--- src/rtl/char_stream_feeder.sv ---
// Byte FIFO in front of the block-keyword checker. Runs of non-alphabetic bytes collapse to one 0x20.
// Optional feature: define CASE_FOLD_EN to write upper-case letters as lower case.
module char_stream_feeder #(
  parameter int DEPTH = 8,
  parameter int AW    = 3
) (
  input  logic          clk,
  input  logic          reset,
  input  logic          flush,
  input  logic          in_valid,
  input  logic [7:0]    in_data,
  output logic          in_ready,
  output logic          out_valid,
  output logic [7:0]    out_data,
  input  logic          out_ready,
  output logic [AW:0]   count,
  output logic [15:0]   squash_cnt
);

  // valid/ready: a byte moves on a rising edge only when valid and ready are both
  // high and flush is low; valid never depends on ready on either side.

  logic [7:0]    mem [DEPTH];
  logic [AW-1:0] wr_ptr;
  logic [AW-1:0] rd_ptr;
  logic          last_sep;

  logic          is_upper;
  logic          is_alpha;
  logic          accept;
  logic          push;
  logic          pop;
  logic          squash;
  logic [7:0]    wdata;

  always_comb begin
    is_upper = (in_data >= 8'h41) && (in_data <= 8'h5A);
    is_alpha = is_upper || ((in_data >= 8'h61) && (in_data <= 8'h7A));
  end

  assign in_ready  = (count != DEPTH[AW:0]);
  assign out_valid = (count != '0);
  assign out_data  = out_valid ? mem[rd_ptr] : 8'h00;

  assign accept = in_valid && in_ready && !flush;
  assign push   = accept && (is_alpha || !last_sep);
  assign squash = accept && !is_alpha && last_sep;
  assign pop    = out_valid && out_ready && !flush;

  always_comb begin
    wdata = 8'h20;
    if (is_alpha) begin
`ifdef CASE_FOLD_EN
      wdata = is_upper ? (in_data + 8'h20) : in_data;
`else
      wdata = in_data;
`endif
    end
  end

  // Storage needs no reset: out_data is masked to 0x00 whenever count is zero.
  always_ff @(posedge clk) begin
    if (push) begin
      mem[wr_ptr] <= wdata;
    end
  end

  always_ff @(posedge clk or negedge reset) begin
    if (!reset) begin
      wr_ptr   <= '0;
      rd_ptr   <= '0;
      count    <= '0;
      last_sep <= 1'b1;
    end else if (flush) begin
      wr_ptr   <= '0;
      rd_ptr   <= '0;
      count    <= '0;
      last_sep <= 1'b1;
    end else begin
      if (push) begin
        wr_ptr <= wr_ptr + 1'b1;
      end
      if (pop) begin
        rd_ptr <= rd_ptr + 1'b1;
      end
      if (push && !pop) begin
        count <= count + 1'b1;
      end else if (pop && !push) begin
        count <= count - 1'b1;
      end
      if (accept) begin
        last_sep <= !is_alpha;
      end
    end
  end

  // Discard counter survives flush so the host can read it after a restart.
  always_ff @(posedge clk or negedge reset) begin
    if (!reset) begin
      squash_cnt <= '0;
    end else if (squash && (squash_cnt != 16'hFFFF)) begin
      squash_cnt <= squash_cnt + 16'd1;
    end
  end

endmodule

--- config.mk ---
export PLATFORM = sky130hd
export DESIGN_NAME = char_stream_feeder
export DESIGN_NICKNAME = d
export VERILOG_FILES = /design/src/rtl/char_stream_feeder.sv
export SDC_FILE = /design/constraint.sdc
export NUM_CORES = 1
export LEC_CHECK = 0
export CORE_MARGIN = 3
export CORE_UTILIZATION = 50
export CTS_CLUSTER_SIZE = 14
export DETAILED_ROUTE_END_ITERATION = 7
export GPL_TIMING_DRIVEN = 0
export PLACE_DENSITY_LB_ADDON = 0.3
export SYNTH_ARGS = -nofsm -noshare
export SYNTH_HDL_FRONTEND = slang
export SYNTH_SLANG_ARGS = --single-unit
--- constraint.sdc ---
create_clock -name clk -period 3.05 [get_ports clk]
set_input_delay 0.4575 -clock clk [delete_from_list [all_inputs] [get_ports clk]]
set_output_delay 0.4575 -clock clk [all_outputs]
set_load 0.005 [all_outputs]
=== After elaboration in Yosys (flattened, before gate mapping) ===
Memory sizes are Yosys's and may differ from the RTL's.
Index checks and enable logic that the tools add are counted.

* Word-level logic and storage cells: 54
* RAM bits: 64
* Register bits after elaboration: 27
* Input bits: 13
* Output and inout bits: 30
* Memories: 1

* Equality and inequality tests: 2
* Reductions and logical operators: 24
* Magnitude comparators: 4
* Add/subtract/negate cells: 5
* Muxes and demuxes: 13

{| class="wikitable"
|+ Memories
! name !! words !! bits a word !! rd ports !! clocked after memory_dff !! wr ports !! line !! source
|-
| mem || 8 || 8 || 1 || 0 || 1 || 23 || <nowiki>logic [7:0] mem [DEPTH];</nowiki>
|}

{| class="wikitable"
|+ Operator list
! cell !! count
|-
| $add A16 B1 Y16 const B || 1
|-
| $ge A8 B7 Y1 const B || 2
|-
| $le A8 B7 Y1 const B || 2
|-
| $mux W8 || 2
|-
| $ne A16 B16 Y1 const B || 1
|-
| $logic_and A1 B1 Y1 || 12
|-
| $mux W3 || 4
|-
| $mux W4 || 3
|-
| $add A3 B1 Y3 const B || 2
|-
| $reduce_bool A2 Y1 || 3
|-
| $logic_not A1 Y1 || 5
|-
| $add A4 B1 Y4 const B || 1
|-
| $mux W1 || 4
|-
| $ne A4 B4 Y1 const B || 1
|-
| $reduce_bool A4 Y1 || 1
|-
| $sub A4 B1 Y4 const B || 1
|-
| $reduce_bool A3 Y1 || 1
|-
| $logic_or A1 B1 Y1 || 2
|}

=== Logic depth before layout (Yosys ltp) ===
Gate-level depths: netlist of run 1.

* Depth after elaboration: 10
* Depth in mapped cells: 10

=== Worst setup path after synthesis of run 1 ===
Ideal clock, no wire load.

* Path type: flip-flop to flip-flop
* Start: register count[3]
* End: memory mem[2][0] (enable)
* Stages on the path, launching flop included: 7
* Data required time: 2652 ps
* Path slack: 281 ps
* Clock period less this slack: 2769 ps
* Data arrival time: 2371 ps
* Cell sequence: dfrtp_1 -> or4b_1 -> buf_2 -> nand3b_1 -> a211o_1 -> buf_2 -> nor4b_1

* Word-level cells in the longest chain between the ends: 6

{| class="wikitable"
|+ RTL lines
! element !! line !! source
|-
| from (decl) || 16 || <nowiki>output logic [AW:0] count,</nowiki>
|-
| from (signal assigned) || 87 || <nowiki>count <= count + 1'b1;</nowiki>
|-
| from (signal assigned) || 89 || <nowiki>count <= count - 1'b1;</nowiki>
|-
| $ne A4 B4 Y1 || 41 || <nowiki>assign in_ready = (count != DEPTH[AW:0]);</nowiki>
|-
| named net in_ready || 12 || <nowiki>output logic in_ready,</nowiki>
|-
| $logic_and A1 B1 Y1 (2 in series) || 45 || <nowiki>assign accept = in_valid && in_ready && !flush;</nowiki>
|-
| $logic_and A1 B1 Y1 || 46 || <nowiki>assign push = accept && (is_alpha || !last_sep);</nowiki>
|-
| $mux W1 || 63 || <nowiki>if (push) begin</nowiki>
|-
| $mux W1 (not written as such) || 64 || <nowiki>mem[wr_ptr] <= wdata;</nowiki>
|-
| to (decl) || 23 ||
|}

The timed path passes the listed nets, and every way through them passes these cells.

=== Final worst setup path of run 1 ===
* Start: register rd_ptr[0]
* End: output out_data[3]

* Word-level cells in the longest chain between the ends: 2

{| class="wikitable"
|+ RTL lines
! element !! line !! source
|-
| from (decl) || 25 || <nowiki>logic [AW-1:0] rd_ptr;</nowiki>
|-
| from (signal assigned) || 84 || <nowiki>rd_ptr <= rd_ptr + 1'b1;</nowiki>
|-
| $mem_v2 Z8 W8 || - ||
|-
| $mux W8 || 43 || <nowiki>assign out_data = out_valid ? mem[rd_ptr] : 8'h00;</nowiki>
|-
| to (decl) || 14 || <nowiki>output logic [7:0] out_data,</nowiki>
|}

Every way passes these cells.

==> results.sh, run 1 <==
export IMPL_outcome="finished clean"
export IMPL_tritoncts="yes"
export IMPL_synth_edf_count=64
export IMPL_htree_num_levels=3
export IMPL_numPlacedInstances=426
export IMPL_fin_tns_setup_ns=0
export IMPL_cts_made_buffers=9
export IMPL_syn_inst=272
export IMPL_async_reset_ff_frac=0.297
export IMPL_total_power_mw=3.44
export IMPL_rows=32
export IMPL_finalCritPeriodShare=0.940
export IMPL_insertion_delay_ns=0.36
export IMPL_multi_input_area_um2=1470
export IMPL_cts_sinks=91
export IMPL_setup_viol=0
export IMPL_fp_dieW_um=96.2
export IMPL_fin_ws_ns=0.182
export IMPL_power_frac_seq=0.445
export IMPL_hpwl_um=5480
export IMPL_power_frac_clock=0.216
export IMPL_wire_per_inst_um=17.8
export IMPL_ir_worst_vdd_v=0.000358
export IMPL_start_util=0.521
export IMPL_ys_warnings_count=0
export IMPL_whs_ns=0.0934
export IMPL_globalRouteOverflowTotal=0
export IMPL_switchingPower_mw=1.07
export IMPL_critPathKind="reg -> out"
export IMPL_fin_skew_ns=0.0121
export IMPL_start_kind="flop"
export IMPL_core_region_area_um2=7810
export IMPL_grt_pass1_vias=2507
export IMPL_diodes=0
export IMPL_drive_above_1_share=0.174
export IMPL_syn_to_final_growth_pct=20.5
export IMPL_ys_flop_type="edfxtp_1"
export IMPL_intPower_mw=2.37
export IMPL_vias=2455
export IMPL_p_leak_nw=1.74
export IMPL_clockBufferDepth=2
export IMPL_critical_path_peak_fanout=10
export IMPL_netlist_area_um2=4070
export IMPL_dpl_worst_slack_ns=-0.486
export IMPL_drc=0
export IMPL_final_util=0.628
export IMPL_post_dp_cell_area_um2=4690
export IMPL_grt_pass1_wl_um=12700
export IMPL_rsz0062_at_grt="no"
export IMPL_numPortBuffers=42
export IMPL_min_period_ns=2.87
export IMPL_fp_dieH_um=96.2
export IMPL_grt_max_degree=28
export IMPL_maxCapViolCount=0
export IMPL_ios=43
export IMPL_wirelength_um=7850
export IMPL_slew_headroom=0.363
export IMPL_final_antenna_net_count=0
export IMPL_power_density_nw_per_um2=702
export IMPL_hold_viol_final=0
export IMPL_pwr_share_comb=0.339
export IMPL_synth_seq_cells=91
export IMPL_fill_cells=584
export IMPL_place_gp_congestion=0.802
export IMPL_ctsHoldBuffers=0
export IMPL_slew_violations=0
export IMPL_via_per_inst=5.55
export IMPL_drtIter0Drc=148
export IMPL_max_freq_mhz=349
export IMPL_seq_area_frac_synth=0.638
export IMPL_worstPathArrival_ns=2.41
export IMPL_finish_net_count=354
export IMPL_clk_pin_slew_ns=0.09
export IMPL_final_area_um2=4900
export IMPL_required_ns=2.59
export IMPL_syn_area_per_cell_um2=15.0
export IMPL_root_buffer="clkbuf_8"
export IMPL_sw_frac_of_total=0.311
export IMPL_end_kind="output port"
export IMPL_regArea_um2=2600
export IMPL_hp_class="in -> async"
export IMPL_antenna_found_initial=0
export IMPL_worstMarginPinSlew_ns=0.946
export IMPL_ys_types=47
export IMPL_fp_dieArea_um2=9260
export IMPL_final_cells=442
export IMPL_firstDrtPassIters=4
export IMPL_track_usage=0.188
-- cells in the final DEF (no fill, tap or decap), types with 4 or more instances in the layout --
cell type,synthesis,final
a21o_1,4,4
nand2_1,12,12
dfrtp_1,26,26
clkdlybuf4s50_1,0,41
nor3_1,7,5
nand4_1,7,7
clkbuf_8,0,9
and3_1,5,5
xnor2_1,18,18
inv_1,7,7
o21ai_0,4,4
conb_1,1,8
mux2i_1,8,8
and2_1,5,5
edfxtp_1,64,64
nand3_1,12,12
mux4_2,16,16
nor2_1,20,20
ha_1,5,5
buf_4,0,4
-- routing by layer --
layer / track usage / wire [um]
met5: 0 / 0
met4: 0.0853 / 167
met2: 0.290 / 3830
met1: 0.261 / 3600
met3: 0.0328 / 260
-- final timing paths --
| path | start | to | slack (ns) | cells after the start |
|---|---|---|---|---|
| max in group asynchronous | reset | squash_cnt[6] | 2.55 | 1 |
| setup reg to reg | count[3] | mem[2][6] | 0.19 | 7 |
| setup / recovery | rd_ptr[0] | out_data[3] | 0.18 | 6 |
| hold / removal | reset | count[2] | 0.09 | 1 |
| min in group clk | squash_cnt[6] | squash_cnt[6] | 0.50 | 1 |
| hold reg to reg | squash_cnt[6] | squash_cnt[6] | 0.50 | 1 |
-- what timing repair did --
action	CTS	global route
resized for setup	8	3
pin swaps	0	1
buffers inserted	0	1
endpoints found under the setup margin	33	14
-- area by class of cell --
| class | instances | area share |
|---|---|---|
| clock inverter | 7 | 0.0105 |
| buffer | 10 | 0.0122 |
| timing repair buffer | 46 | 0.0908 |
| inverter | 8 | 0.00612 |
| clock buffer | 9 | 0.0253 |
| tap | 102 | 0.0260 |
| multi-input combinational | 169 | 0.299 |
| sequential | 91 | 0.530 |
-- cell usage after synthesis (2+ instances only) --
cell      count  share of area
edfxtp_1     64           0.47
dfrtp_1      26           0.16
nor2_1       20          0.018
xnor2_1      18          0.039
mux4_2       16          0.089
nand2_1      12          0.011
nand3_1      12          0.015
mux2i_1       8          0.020
inv_1         7         0.0065
nand4_1       7          0.011
nor3_1        7         0.0086
and2_1        5         0.0077
and3_1        5         0.0077
clkbuf_1      5         0.0046
ha_1          5          0.015
a21o_1        4         0.0074
a21oi_1       4         0.0049
o21ai_0       4         0.0049
a211o_1       3         0.0065
buf_2         3         0.0037
nand3b_1      3         0.0055
nor3b_1       3         0.0055
xor2_1        3         0.0065
buf_1         2         0.0018
mux2_2        2         0.0055
nand2b_1      2         0.0031
nor4b_1       2         0.0043
-- registers in the layout (all words and copies together), names as in the netlist --
name        count
count           4
mem            64
rd_ptr          3
wr_ptr          3
last_sep        1
squash_cnt     16
-- cell families (layout without fill, tap and decap cells) --
group                    Yosys count  in the layout  synth area share
multiplexers                      26             26             0.114
flip-flops                        91             91             0.638
AO/OA/AOI/OAI                     23             23            0.0480
XOR/XNOR                          21             21            0.0452
AND/OR/NAND/NOR                   85             85             0.113
buffers and inverters             19             80            0.0203
other                              1              8          0.000921
adder cells (fa/ha/maj)            6              6            0.0203
-- worst max-delay path, cell delays in order (launching register included) --
cell and delay, ns:
dfrtp_1 0.36, clkbuf_4 0.24, buf_6 0.21, mux4_2 0.54, mux2i_1 0.19, nor2_1 0.06, clkdlybuf4s50_1 0.44
-- power by group through the flow --
stage / Sequential [mW] / Combinational (mW) / Clock, mW
3_5_place_dp: 1.54 / 1.14 / 0
6_report: 1.53 / 1.17 / 0.744
5_1_grt: 1.54 / 1.29 / 0.804
4_1_cts: 1.53 / 1.16 / 0.756
3_3_place_gp: 1.53 / 1.11 / 0
2_1_floorplan: 1.52 / 0.656 / 0
Power figures use the tool's default switching activity.
==> run 2: changes to the inputs <==
Settings changed: CORE_ASPECT_RATIO from default to 1.2.
==> run 2 against run 1 <==
Effect of this change: clock skew decreased by 0.0070 ns; power is 4.3% higher; first-iteration DRC count shrank 23%; maximum frequency decreased by 0.56%; critical path type unchanged; largest power group unchanged.
==> results.sh, run 2 (synthesis gave the netlist of run 1 again) <==
export IMPL_outcome="finished clean"
export IMPL_hold_viol_final=0
export IMPL_final_cell_mix="edfxtp_1, clkdlybuf4s50_1, dfrtp_1, nor2_1, xnor2_1"
export IMPL_antenna_found_initial=0
export IMPL_max_freq_mhz=347
export IMPL_min_period_ns=2.88
export IMPL_tritoncts="yes"
export IMPL_cts_sinks=91
export IMPL_rsz0062_at_grt="no"
export IMPL_reg_top3="mem (64), squash_cnt (16), count (4)"
export IMPL_required_ns=2.59
export IMPL_fin_skew_ns=0.00510
export IMPL_maxCapViolCount=0
export IMPL_grt_pass1_wl_um=13200
export IMPL_via_per_inst=5.65
export IMPL_largest_register_ffs=64
export IMPL_clk_pin_slew_ns=0.09
export IMPL_hp_class="reg -> reg"
export IMPL_ios=43
export IMPL_wirelength_um=8150
export IMPL_end_kind="output port"
export IMPL_fill_cells=586
export IMPL_hpwl_um=5630
export IMPL_start_util=0.522
export IMPL_htree_num_levels=3
export IMPL_regMostFlops="mem"
export IMPL_rows=35
export IMPL_p_leak_nw=1.77
export IMPL_fp_dieArea_um2=9260
export IMPL_critPathKind="reg -> out"
export IMPL_final_cells=432
export IMPL_slew_headroom=0.193
export IMPL_drive_above_1_share=0.174
export IMPL_ir_worst_vdd_v=0.000574
export IMPL_multi_input_area_um2=1470
export IMPL_place_gp_congestion=0.832
export IMPL_wire_per_inst_um=18.9
export IMPL_numPlacedInstances=416
export IMPL_regArea_um2=2600
export IMPL_finalCritPeriodShare=0.946
export IMPL_insertion_delay_ns=0.35
export IMPL_setup_viol=0
export IMPL_firstDrtPassIters=4
export IMPL_syn_to_final_growth_pct=21.5
export IMPL_clockBufferDepth=2
export IMPL_worstPathArrival_ns=2.43
export IMPL_vias=2440
export IMPL_final_common_cell="edfxtp_1"
export IMPL_root_buffer="clkbuf_8"
export IMPL_critical_path_peak_fanout=10
export IMPL_startpoint="rd_ptr[1]"
export IMPL_drtIter0Drc=114
export IMPL_rr_startpoint="count[0]"
export IMPL_start_kind="flop"
export IMPL_min_from="squash_cnt[6]"
export IMPL_slew_violations=0
export IMPL_grt_pass1_vias=2609
export IMPL_globalRouteOverflowTotal=0
export IMPL_diodes=0
export IMPL_power_density_nw_per_um2=726
export IMPL_fp_dieH_um=105
export IMPL_cts_made_buffers=9
export IMPL_fp_dieW_um=88.4
export IMPL_finish_net_count=354
export IMPL_final_antenna_net_count=0
export IMPL_numPortBuffers=42
export IMPL_track_usage=0.193
export IMPL_drc=0
export IMPL_grt_max_degree=28
export IMPL_whs_ns=0.497
export IMPL_worstMarginPinSlew_ns=1.21
export IMPL_core_region_area_um2=7790
==> run 2: changes by cell type in the layout (fill, tap and decap cells not counted), sizes merged <==
cell / before / now
clkdlybuf4s50: 41 / 42
clkinv: 4 / 1
bufinv: 0 / 2
inv: 10 / 11
buf: 10 / 9
==> run 2: stage by stage <==
step	setup WS [ns]	util	cell area [um2]	TNS, ns	total power, mW
after global placement	-0.995	0.594	4630	-33.38	2.65
after CTS	0.0503	0.632	4930	0	3.60
after global routing	0.00433	0.634	4940	0	3.80
final	0.166	0.634	4940	0	3.59
after floorplan	0.281	-	4100	0	2.18
after detailed placement	-0.573	0.600	4670	-14.96	2.67
==> run 2: path summary, 6_finish.rpt <==
path	end	slack (ns)	cells after the start
min in group asynchronous	count[2]	0.74	1
setup / recovery	out_data[5]	0.17	5
max in group asynchronous	squash_cnt[6]	1.59	1
hold / removal	squash_cnt[6]	0.50	1
hold reg to reg	squash_cnt[6]	0.50	1
setup reg to reg	count[3]	0.32	10
==> run 2: where the power goes <==
part           internal [mW]  total, mW  switching (mW)
registers               1.40       1.53           0.121
clock network          0.469      0.900           0.431
logic                  0.662       1.16           0.501
total                   2.54       3.59            1.05
==> run 2: repair_timing <==
item	CTS	global route
cloned	0	0
setup endpoints to repair	33	10
gates resized for setup	9	2
hold buffers	0	0
hold endpoints to repair	0	0
buffers inserted	0	1
pin swaps	0	1
==> run 2: worst max-delay path, stage by stage (launching register included) <==
cell and delay [ns]:
dfrtp_1 0.61, clkbuf_2 0.38, mux4_2 0.37, mux2i_1 0.21, nor2_1 0.06, clkdlybuf4s50_1 0.44
==> run 2: area by class of cell <==
cell class	instances	share of cell area
inverters	8	0.00607
clock buffers	9	0.0251
multi-input cells	169	0.297
repair buffers	46	0.0911
flip-flops and latches	91	0.526
well taps	92	0.0233
clock inverters	7	0.0200
plain buffers	10	0.0121
==> run 2: layer usage <==
layer | vias to the layer above | GRT usage | wire, um
met5 | - | 0 | 0
met4 | 0 | 0.0702 | 104
met3 | 10 | 0.0355 | 271
met2 | 56 | 0.329 | 4420
met1 | 1224 | 0.243 | 3360
li1 | 1150 | - | -
==> run 3: changes to the inputs <==
Clock period 3.05 ns to 3.6 ns, I/O delays scaled along.
==> run 3 against run 2 <==
Effect of this change: wire length fell by 0.58%; sequential power fell by 16%; via count fell by 0.57%; utilization fell by 0.39 points; sequential cell count did not move; worst hold slack barely moved; register-to-register slack improved by 0.05 ns; critical path depth rose by 1; first-iteration DRC count rose by 0.88%; clock power fell by 15%; sequential share of layout area rose by 0.32 points; critical endpoint unchanged.
==> results.sh, run 3 (synthesis gave the netlist of run 1 again) <==
export IMPL_outcome="finished clean"
export IMPL_cts_made_buffers=9
export IMPL_start_kind="flop"
export IMPL_reg_top3="mem (64), squash_cnt (16), count (4)"
export IMPL_end_kind="output port"
export IMPL_syn_to_final_growth_pct=20.7
export IMPL_vias=2426
export IMPL_hp_class="reg -> reg"
export IMPL_largest_register_ffs=64
export IMPL_slew_headroom=0.124
export IMPL_grt_pass1_wl_um=13200
export IMPL_critPathKind="reg -> out"
export IMPL_worstPathArrival_ns=2.75
export IMPL_ctsResizeCount=1
export IMPL_grt_max_degree=28
export IMPL_fp_dieH_um=105
export IMPL_ios=43
export IMPL_p_leak_nw=1.76
export IMPL_dpl_worst_slack_ns=-0.105
export IMPL_cts_sinks=91
export IMPL_drc=0
export IMPL_drive_above_1_share=0.164
export IMPL_drtIter0Drc=115
export IMPL_rsz0062_at_grt="no"
export IMPL_hpwl_um=5630
export IMPL_insertion_delay_ns=0.35
export IMPL_hold_viol_final=0
export IMPL_final_common_cell="edfxtp_1"
export IMPL_numPortBuffers=42
export IMPL_required_ns=3.06
export IMPL_htree_num_levels=3
export IMPL_clockBufferDepth=2
export IMPL_ctsHoldBuffers=0
export IMPL_critical_path_peak_fanout=10
export IMPL_clk_pin_slew_ns=0.09
export IMPL_fp_dieW_um=88.4
export IMPL_max_freq_mhz=304
export IMPL_start_util=0.522
export IMPL_fp_dieArea_um2=9260
export IMPL_tritoncts="yes"
export IMPL_globalRouteOverflowTotal=0
export IMPL_maxCapViolCount=0
export IMPL_finalCritPeriodShare=0.913
export IMPL_place_gp_congestion=0.832
export IMPL_power_density_nw_per_um2=609
export IMPL_via_per_inst=5.60
export IMPL_final_cell_mix="edfxtp_1, clkdlybuf4s50_1, dfrtp_1, nor2_1, xnor2_1"
export IMPL_wire_per_inst_um=18.7
export IMPL_final_cells=433
export IMPL_antenna_found_initial=0
export IMPL_core_region_area_um2=7790
export IMPL_track_usage=0.193
export IMPL_diodes=0
export IMPL_fin_skew_ns=0.00640
export IMPL_finish_net_count=355
export IMPL_cts_setup_buffers=0
export IMPL_wirelength_um=8110
export IMPL_setup_viol=0
export IMPL_final_antenna_net_count=0
export IMPL_grt_pass1_vias=2609
export IMPL_regMostFlops="mem"
export IMPL_fill_cells=594
export IMPL_firstDrtPassIters=4
export IMPL_worstMarginPinSlew_ns=1.30
export IMPL_slew_violations=0
export IMPL_min_period_ns=3.29
export IMPL_final_util=0.630
export IMPL_root_buffer="clkbuf_8"
export IMPL_rows=35
export IMPL_numPlacedInstances=416
export IMPL_fin_ws_ns=0.314
export IMPL_ir_worst_vdd_v=0.000529
[run 3: routing by layer]
layer  routed length, um  vias to the layer above  track usage
met4                  73                        0       0.0691
li1                    -                     1149            -
met3                 341                        5       0.0339
met2                4410                       61        0.333
met1                3280                     1211        0.241
met5                   0                        -            0
[run 3: power breakdown]
part	switching, mW	internal [mW]
Combinational	0.421	0.527
Clock	0.366	0.397
Sequential	0.0891	1.19
Total	0.877	2.11
[run 3: final timing paths]
| check | depth (start not counted) | end | slack, ns | startpoint |
|---|---|---|---|---|
| worst max-delay path | 6 | out_data[5] | 0.31 | rd_ptr[0] |
| worst min-delay path | 1 | squash_cnt[6] | 0.50 | squash_cnt[6] |
| worst max register to register | 10 | count[3] | 0.37 | count[0] |
| worst min register to register | 1 | squash_cnt[6] | 0.50 | squash_cnt[6] |
| max in group asynchronous | 1 | squash_cnt[6] | 2.06 | reset |
| min in group asynchronous | 1 | count[2] | 0.82 | reset |
[run 3: area by class of cell]
| type | instances | area [um2] | area share |
|---|---|---|---|
| buffer | 11 | 55.1 | 0.0112 |
| clock buffer | 9 | 124 | 0.0252 |
| clock inverter | 7 | 98.8 | 0.0201 |
| inverter | 8 | 30.0 | 0.00611 |
| multi-input combinational | 169 | 1440 | 0.294 |
| sequential | 91 | 2600 | 0.529 |
| tap | 92 | 115 | 0.0234 |
| timing repair buffer | 46 | 448 | 0.0912 |
[run 3: critical path: stages (launching register included)]
cell and delay, ns:
dfrtp_1 0.35, clkbuf_2 0.31, buf_2 0.41, mux4_2 0.57
mux2i_1 0.21, nor2_1 0.06, clkdlybuf4s50_1 0.48
[run 3: per-stage QoR]
| step | power, mW | instance area [um2] | setup TNS (ns) | hold slack, ns |
|---|---|---|---|---|
| 6_report | 2.99 | 4910 | 0 | 0.497 |
| 5_1_grt | 3.17 | 4910 | 0 | 0.506 |
| 3_5_place_dp | 2.26 | 4670 | -1.03 | 0.492 |
| 3_3_place_gp | 2.24 | 4630 | -10.28 | 0.477 |
| 2_1_floorplan | 1.84 | 4100 | 0 | 0.244 |
| 4_1_cts | 3.02 | 4900 | 0 | 0.499 |
